$ cat src/rtl/wb_spi_bridge.sv
// Wishbone slave that decodes per-channel DATA/CMD/STATUS registers and turns
// bus accesses into single-cycle internal requests with timeout supervision.
module wb_spi_bridge #(
  parameter logic [31:0] BASE_ADDR = 32'h0000_0000,
  parameter int          DATA_W    = 9,
  parameter int          CMD_W     = 11,
  parameter int          CH        = 4,
  parameter int          TIMEOUT   = 255
) (
  input  logic              clk,
  input  logic              rst,
  input  logic [31:0]       wb_addr,
  input  logic              wb_we,
  input  logic              wb_stb,
  input  logic              wb_cyc,
  input  logic [31:0]       wb_dout,
  output logic [31:0]       wb_din,
  output logic              wb_ack,
  output logic              wb_err,
  output logic [CMD_W-1:0]  dout,
  output logic              cmd,
  output logic              wr,
  output logic              rd,
  output logic [CH-1:0]     ch_sel,
  input  logic [DATA_W-1:0] din,
  input  logic              ack
);

  localparam logic [1:0] S_IDLE = 2'd0;
  localparam logic [1:0] S_REQ  = 2'd1;
  localparam logic [1:0] S_WAIT = 2'd2;
  localparam logic [1:0] S_RESP = 2'd3;

  localparam logic [7:0] OFF_DATA = 8'h10;
  localparam logic [7:0] OFF_CMD  = 8'h20;
  localparam logic [7:0] OFF_STAT = 8'h30;

  localparam logic [15:0] WAIT_LAST = 16'(TIMEOUT - 1);

  logic [1:0]        r_state;
  logic [15:0]       r_wait_cnt;
  logic [7:0]        r_tmo_cnt;
  logic              r_sticky_err;
  logic              r_is_read;
  logic [31:0]       r_wb_din;
  logic              r_wb_ack;
  logic              r_wb_err;
  logic [CMD_W-1:0]  r_dout;
  logic              r_cmd;
  logic              r_wr;
  logic              r_rd;
  logic [CH-1:0]     r_ch_sel;

  logic              w_hit;
  logic [3:0]        w_chan;
  logic [7:0]        w_off;
  logic              w_chan_ok;
  logic              w_is_data;
  logic              w_is_cmd;
  logic              w_is_stat;
  logic              w_bad;
  logic              w_start;
  logic [CH-1:0]     w_onehot;
  logic              w_unused;

  assign w_hit     = (wb_addr[31:16] == BASE_ADDR[31:16]);
  assign w_chan    = wb_addr[15:12];
  assign w_off     = wb_addr[7:0];
  assign w_chan_ok = ({1'b0, w_chan} < 5'(CH));
  assign w_is_data = (w_off == OFF_DATA);
  assign w_is_cmd  = (w_off == OFF_CMD);
  assign w_is_stat = (w_off == OFF_STAT);
  // The command register is write-only, so a read of it is an error.
  assign w_bad     = !w_chan_ok || !(w_is_data || w_is_cmd || w_is_stat) ||
                     (w_is_cmd && !wb_we);
  assign w_start   = wb_cyc && wb_stb && w_hit;
  assign w_unused  = ^{wb_addr[11:8], wb_dout};

  // NOTE: every signal written in always_comb gets a default first so no latch is inferred.
  always_comb begin
    w_onehot = '0;
    for (int i = 0; i < CH; i++) begin
      w_onehot[i] = (w_chan == 4'(i));
    end
  end

  // NOTE: sequential state uses non-blocking assignments so all registers update together at the edge.
  always_ff @(posedge clk or negedge rst) begin
    if (!rst) begin
      r_state      <= S_IDLE;
      r_wait_cnt   <= '0;
      r_tmo_cnt    <= '0;
      r_sticky_err <= 1'b0;
      r_is_read    <= 1'b0;
      r_wb_din     <= '0;
      r_wb_ack     <= 1'b0;
      r_wb_err     <= 1'b0;
      r_dout       <= '0;
      r_cmd        <= 1'b0;
      r_wr         <= 1'b0;
      r_rd         <= 1'b0;
      r_ch_sel     <= '0;
    end else begin
      r_cmd    <= 1'b0;
      r_wr     <= 1'b0;
      r_rd     <= 1'b0;
      r_wb_ack <= 1'b0;
      r_wb_err <= 1'b0;
      r_wb_din <= '0;
      case (r_state)
        S_IDLE: begin
          if (w_start) begin
            if (w_bad) begin
              r_wb_err <= 1'b1;
              r_state  <= S_RESP;
            end else if (w_is_stat) begin
              r_wb_ack <= 1'b1;
              r_state  <= S_RESP;
              if (!wb_we) begin
                r_wb_din <= {23'b0, r_sticky_err, r_tmo_cnt};
              end else if (wb_dout[8]) begin
                r_sticky_err <= 1'b0;
                r_tmo_cnt    <= '0;
              end
            end else begin
              r_state    <= S_REQ;
              r_wait_cnt <= '0;
              r_is_read  <= !wb_we;
              r_dout     <= wb_dout[CMD_W-1:0];
              r_ch_sel   <= w_onehot;
              r_wr       <= w_is_data && wb_we;
              r_rd       <= w_is_data && !wb_we;
              r_cmd      <= w_is_cmd;
            end
          end
        end
        S_REQ, S_WAIT: begin
          // Abort has priority: once the master leaves, nothing is reported.
          if (!wb_cyc) begin
            r_state <= S_IDLE;
          end else if (ack) begin
            r_wb_ack <= 1'b1;
            r_state  <= S_RESP;
            if (r_is_read) begin
              r_wb_din <= 32'(din);
            end
          end else if (r_wait_cnt == WAIT_LAST) begin
            r_wb_err     <= 1'b1;
            r_sticky_err <= 1'b1;
            r_state      <= S_RESP;
            if (r_tmo_cnt != 8'hFF) begin
              r_tmo_cnt <= r_tmo_cnt + 8'd1;
            end
          end else begin
            r_wait_cnt <= r_wait_cnt + 16'd1;
            r_state    <= S_WAIT;
          end
        end
        S_RESP:  r_state <= S_IDLE;
        default: r_state <= S_IDLE;
      endcase
    end
  end

  assign wb_din = r_wb_din;
  assign wb_ack = r_wb_ack;
  assign wb_err = r_wb_err;
  assign dout   = r_dout;
  assign cmd    = r_cmd;
  assign wr     = r_wr;
  assign rd     = r_rd;
  assign ch_sel = r_ch_sel;

endmodule

$ cat config.mk
export PLATFORM = sky130hd
export DESIGN_NAME = wb_spi_bridge
export DESIGN_NICKNAME = d
export VERILOG_FILES = /design/src/rtl/wb_spi_bridge.sv
export SDC_FILE = /design/constraint.sdc
export NUM_CORES = 1
export LEC_CHECK = 0
export ABC_AREA = 0
export CAP_MARGIN = 20
export CORE_MARGIN = 2
export CORE_UTILIZATION = 40
export DETAILED_ROUTE_END_ITERATION = 6
export PLACE_DENSITY_LB_ADDON = 0.05
export RECOVER_POWER = 25
export SLEW_MARGIN = 10
export SYNTH_ARGS = -nofsm -noshare
export SYNTH_HDL_FRONTEND = slang
export SYNTH_SLANG_ARGS = --single-unit
export TNS_END_PERCENT = 30
$ cat constraint.sdc
create_clock -name clk -period 1.95 [get_ports clk]
set_input_delay 0.195 -clock clk [delete_from_list [all_inputs] [get_ports clk]]
set_output_delay 0.195 -clock clk [all_outputs]
set_load 0.01 [all_outputs]
# --- Word level (Yosys, flattened, before mapping) ---
# Cells that the tools add are included.
word_totals:
  reg_bits: 80
  latch_bits: 0
  ram_bits: 0
  romBits: 0
  in_bits: 79
  elab_cells: 126
  n_memories: 0
op_classes:
  add_sub_neg: 2
  mul: 0
  n_div: 0
  n_lt_le_gt_ge: 1
  n_eq_ne: 22
  shift: 0
  mux: 65
  bitwise: 2
  reduce_logical: 21
op_table:
  columns: ["op", "n"]
  rows:
  - ["16-bit two-way mux", 6]
  - ["8-bit two-way mux", 9]
  - ["9-bit two-way mux", 7]
  - ["1-bit two-way mux", 32]
  - ["16-bit case mux with 2 select lines", 1]
  - ["2-bit inequality test (second input constant)", 11]
  - ["9-bit case mux with 2 select lines", 1]
  - ["16-bit by 1-bit adder with 16-bit output (second input constant)", 1]
  - ["16-bit by 8-bit equality test with 1-bit output (second input constant)", 1]
  - ["8-bit by 6-bit equality test with 1-bit output (second input constant)", 2]
  - ["16-bit logical NOT", 1]
  - ["8-bit case mux with 2 select lines", 1]
  - ["10-bit AND reduction", 1]
  - ["9-bit AND reduction", 1]
  - ["8-bit by 1-bit adder with 8-bit output (second input constant)", 1]
  - ["4-bit by 2-bit equality test with 1-bit output (second input constant)", 2]
  - ["8-bit by 5-bit equality test with 1-bit output (second input constant)", 1]
  - ["2-bit two-way mux", 4]
  - ["8-bit inequality test (second input constant)", 1]
  - ["7-bit AND reduction", 1]
  - ["1-bit case mux with 2 select lines", 3]
  - ["2-bit case mux with 3 select lines", 1]
  - ["1-bit logical AND", 5]
  - ["2-bit equality test (second input constant)", 2]
  - ["11 further kinds", 17]

# --- Logic depth before layout (Yosys ltp) ---
logic_depth:
  word_depth: 9
  mapped_depth: 8
  mapped_depth_nobuf: 7

# --- Worst setup path before layout ---
# No wires, ideal clock.
synth_timing:
  kind: "input to register"
  startpoint: "in wb_addr[1]"
  endpoint: "reg r_tmo_cnt[2]"
  setup_time_ps: 126
  arrival_time_ps: 1931
  t_required_ps: 1824
  path_slack_ps: -107
  stages: 6
  n_path_buf: 1
  cell_sequence: "or4_1 buf_2 o31a_1 a211oi_2 nand3_2 a221o_1"
synth_between:
  elab_chain_len: 8
  word_cells_on_any_way: 12
synth_rtl:
  columns: ["element", "line", "text"]
  rows:
  - ["start, declared", "12", "input logic [31:0] wb_addr,"]
  - ["8-bit by 5-bit equality test with 1-bit output / 8-bit by 6-bit equality test with 1-bit output (equally long branches)", "70, 71", null]
  - ["1-bit logical OR (2 in series)", "74", "assign w_bad = !w_chan_ok || !(w_is_data || w_is_cmd || w_is_stat) ||"]
  - ["1-bit logical NOT", "74", null]
  - ["1-bit logical OR (2 in series)", "74", null]
  - ["2-bit inequality test (no line)", null, null]
  - ["10-bit AND reduction (no line) *", null, null]
  - ["end signal, assigned", "152", "r_tmo_cnt <= r_tmo_cnt + 8'd1;"]
  - ["end, declared", "42", "logic [7:0] r_tmo_cnt;"]
# Every way passes the cells marked *; elsewhere a longest branch is shown, timed or not.
# A chain may end at the register's enable or synchronous reset.

# --- Worst setup path in the final report ---
layout_timing:
  startpoint: "reg r_wait_cnt[0]"
  endpoint: "reg r_wait_cnt[5]"
layout_between:
  elab_chain_len: 5
  word_cells_on_any_way: 8
layout_rtl:
  columns: ["element", "line", "text"]
  rows:
  - ["start, declared", "41", "logic [15:0] r_wait_cnt;"]
  - ["start signal, assigned", "155", "r_wait_cnt <= r_wait_cnt + 16'd1;"]
  - ["16-bit by 1-bit adder with 16-bit output", "155", null]
  - ["16-bit two-way mux", "147", "end else if (r_wait_cnt == WAIT_LAST) begin"]
  - ["16-bit two-way mux", "141", "end else if (ack) begin"]
  - ["16-bit two-way mux", "139", "if (!wb_cyc) begin"]
  - ["16-bit case mux with 2 select lines", "110", "case (r_state)"]
# Parallel ways exist; a longest one is shown, timed or not. The select of a mux whose other input is x is not followed.

==> flow_metrics.py <==
metrics = {
    "run_status": {
        "status": "finished with violations",
        "violations": "negative setup slack",
    },
    "route": {
        "first_iter_violations": 157,
        "avgViaCountPerCell": 5.39,
        "vias": 3336,
        "wl_per_cell_um": 15.8,
        "routed_wl_um": 9780,
        "drtPass1Iterations": 4,
        "drtAntennaViolNets": 0,
        "drc": 0,
    },
    "floorplan": {
        "die_w_um": 94.4,
        "ios": 131,
        "dieArea_sq_um": 8920,
        "die_h_um": 94.4,
        "core_area_sq_um": 7810,
        "start_util_pct": 41.9,
        "rows": 32,
    },
    "timing": {
        "rsz0062_at_grt": "true",
        "hold_viol": 0,
        "period_share_pct": 101,
        "slew_headroom_pct": 27.5,
        "worstMarginPinSlew_ns": 1.09,
        "period_needed_ns": 1.97,
        "fmax_mhz": 506,
        "finalSetupViolCount": 2,
        "fin_ws_ns": -0.0246,
        "fin_worst_skew_ns": 0.00937,
        "slew_violations": 0,
    },
    "setup_path": {
        "ff2ff_path_depth": 8,
        "critPathLaunchType": "register",
        "cp_max_fo": 9,
        "r2r_setup_slack_ns": -0.02,
        "endpoint_kind": "register",
        "reg2reg_from": "r_wait_cnt[0]$_DFFE_PN0P_",
        "worstPathRequired_ns": 2.19,
        "critical_path_arrival_ns": 2.22,
        "critPathKind": "register to register",
        "rr_endpoint": "r_wait_cnt[5]$_DFFE_PN0P_",
    },
    "yosys": {
        "syn_inst": 359,
        "synth_edf_count": 0,
        "synth-seq-area-share_pct": 43.6,
        "syn-cell-area_sq_um": 3270,
        "synth_warnings": 0,
        "ys_seq_elements": 57,
        "ys.flop_type": "dfrtp_1",
        "ys_types": 60,
        "avgSynthCellArea_sq_um": 9.11,
        "async_flop_share_pct": 100,
    },
    "clock_network": {
        "clk_path_buf_depth": 2,
        "htreeDepth": 3,
        "clkTransAtPathRegs_ns": 0.07,
        "cts_tree": "built",
        "worstSkewPairLatency_ns": 0.33,
        "cts_buffers": 9,
        "clock_sinks": 57,
        "cts-root-buf": "clkbuf_8",
    },
    "final_layout": {
        "area_delta_synth_final_pct": 52.4,
        "final_util_pct": 63.8,
        "layout-drive-gt1-share_pct": 25.0,
        "num-fill-cells": 718,
        "multi_input_area_sq_um": 1760,
        "nets": 597,
        "antenna_cells": 0,
        "seqCellArea_sq_um": 1430,
    },
    "power_and_ir_drop": {
        "switchingPower_uw": 1850,
        "clockPowerShare_pct": 22.2,
        "ir_drop_uv": 696,
        "combPwrFrac_pct": 48.5,
        "power_density_nw_per_um2": 953,
        "p_int_uw": 2900,
        "seqPwrFrac_pct": 29.4,
        "p_leak_uw": 0.00230,
        "netSwitchingFraction_pct": 39.0,
    },
    "global_route": {
        "grt_util_all_layers_pct": 22.5,
        "grt_overflow": 0,
        "first_global_vias": 3299,
        "grt_pass1_wl_um": 15800,
        "antenna_found_initial": 0,
        "grt_max_degree": 40,
    },
    "place": {
        "io_buffer_count": 82,
        "dp_hpwl_um": 7060,
        "gp_congestion": 0.909,
        "pre_cts_slack_ns": -0.653,
    },
    "min_path": {
        "holdPathStages": 3,
        "worstHoldEndpoint": "wr$_DFF_PN0_",
        "min_path_type": "input pin to register",
        "worstHoldStart": "wb_addr[7]",
    },
    "run": {
        "maxCapViolations": 0,
    },
}
-- worst max path at each step --
stage | startpoint | to
4_1_cts | r_wait_cnt[0]$_DFFE_PN0P_ | r_tmo_cnt[7]$_DFFE_PN0P_
5_1_grt | r_wait_cnt[14]$_DFFE_PN0P_ | r_tmo_cnt[7]$_DFFE_PN0P_
3_5_place_dp | wb_addr[7] | r_wait_cnt[10]$_DFFE_PN0P_
3_3_place_gp | wb_addr[7] | r_wait_cnt[13]$_DFFE_PN0P_
6_report | r_wait_cnt[0]$_DFFE_PN0P_ | r_wait_cnt[5]$_DFFE_PN0P_
2_1_floorplan | wb_addr[1] | r_wait_cnt[10]$_DFFE_PN0P_
-- critical path: stages (launching register included) --
cell and delay, ns:
dfrtp_1 0.37, inv_2 0.05, ha_2 0.17, and4b_2 0.23
nand4_1 0.19, buf_6 0.18, nand2_1 0.07, or4_1 0.46
o211ai_1 0.17
-- layer usage --
layer | wire length (um) | track usage (%) | share of wire [%] | vias to the layer above
met2 | 5200 | 38.5 | 53 | 91
met5 | 0 | 0 | 0 | -
met1 | 4050 | 28.8 | 41 | 1622
met3 | 420 | 3.99 | 4.3 | 12
li1 | - | - | - | 1611
met4 | 112 | 7.37 | 1.1 | 0
-- through the flow --
step / cell area [sq um] / instances / setup TNS [ns] / hold WS, ns / total power, uW
final: 4980 / 619 / -0.0400 / 0.291 / 4750
after global routing: 4980 / 619 / -2.79 / 0.298 / 5060
after CTS: 4870 / 616 / -0.0164 / 0.286 / 4680
after detailed placement: 4610 / 597 / -18.96 / 0.184 / 3550
after global placement: 4610 / 597 / -17.48 / 0.178 / 3520
after floorplan: 3370 / 381 / -0.0358 / -0.101 / 2560
-- power by group through the flow --
stage | Combinational [uW] | Clock [uW] | Sequential, uW
4_1_cts | 2220 | 1070 | 1390
6_report | 2300 | 1050 | 1390
3_3_place_gp | 2120 | 0 | 1400
2_1_floorplan | 1120 | 0 | 1440
5_1_grt | 2520 | 1140 | 1410
3_5_place_dp | 2140 | 0 | 1400
-- registers in the layout, summed over array words and instances (netlist names), 2 cells and up --
name / cells
ch_sel: 4
wb_din: 9
r_wait_cnt: 16
r_state: 2
dout: 11
r_tmo_cnt: 8
-- layout make-up --
type,count,share of cell area (%)
clock buffer,9,2.48
multi-input combinational,275,35.3
timing repair buffer,160,29.0
clock inverter,6,1.20
tap,102,2.56
sequential,57,28.6
inverter,10,0.778
-- what timing repair did --
action,in CTS,in global routing
pin swaps,8,23
setup endpoints to repair,32,34
hold buffers,1,0
cloned,0,1
endpoints found under the hold margin,18,0
gates resized for setup,22,35
buffers inserted,3,2
-- cell usage after synthesis, types with 4 or more instances --
master | instances | area share (%)
a2111oi_0 | 5 | 1.3
a21oi_1 | 4 | 0.61
a22o_1 | 10 | 2.7
a31oi_1 | 8 | 1.5
and2_1 | 4 | 0.76
and3_1 | 7 | 1.3
and4_1 | 5 | 1.3
buf_2 | 5 | 0.76
buf_4 | 24 | 5.5
clkbuf_1 | 8 | 0.92
dfrtp_1 | 57 | 44
ha_1 | 5 | 1.9
inv_1 | 9 | 1.0
nand2_1 | 60 | 6.9
nand2b_1 | 4 | 0.76
nand3_1 | 20 | 3.1
nand4_1 | 12 | 2.3
nor2_1 | 14 | 1.6
nor3_1 | 10 | 1.5
nor4_1 | 8 | 1.5
o211ai_1 | 9 | 2.1
o21ai_0 | 13 | 2.0
o31ai_1 | 4 | 0.92
or3_1 | 4 | 0.76
or4_1 | 5 | 1.1
-- cells in the final DEF, fill, tap and decap left out, drive strengths merged, types with 3 or more instances in the layout --
cell           Yosys  final
buf               30     77
clkdlybuf4s50      0     64
nand2             60     60
dfrtp             57     57
conb               1     23
nand3             21     21
nor2              14     14
o21ai             14     14
nand4             12     12
a22o              10     10
nor3              10     10
clkbuf             8     10
o211ai             9      9
dlymetal6s2s       0      9
inv                9      9
nor4               9      9
a31oi              8      8
dlygate4sd2        0      8
and3               7      7
and4               6      6
or4                6      6
a2111oi            5      5
or3                5      5
ha                 5      5
a21oi              4      4
nand2b             4      4
clkinv             1      4
o31ai              4      4
and2               4      4
a211o              3      3
o22a               3      3
a211oi             3      3
-- cell families after synthesis --
| logic type | Yosys count | synth area share, % |
|---|---|---|
| buf+inv | 49 | 8.95 |
| mux | 1 | 0.306 |
| flops | 57 | 43.6 |
| fa+ha+maj | 5 | 1.91 |
| simple gates | 167 | 26.7 |
| other cells | 1 | 0.115 |
| compound gates | 79 | 18.5 |
No activity file was read; power rests on OpenSTA's default activity.
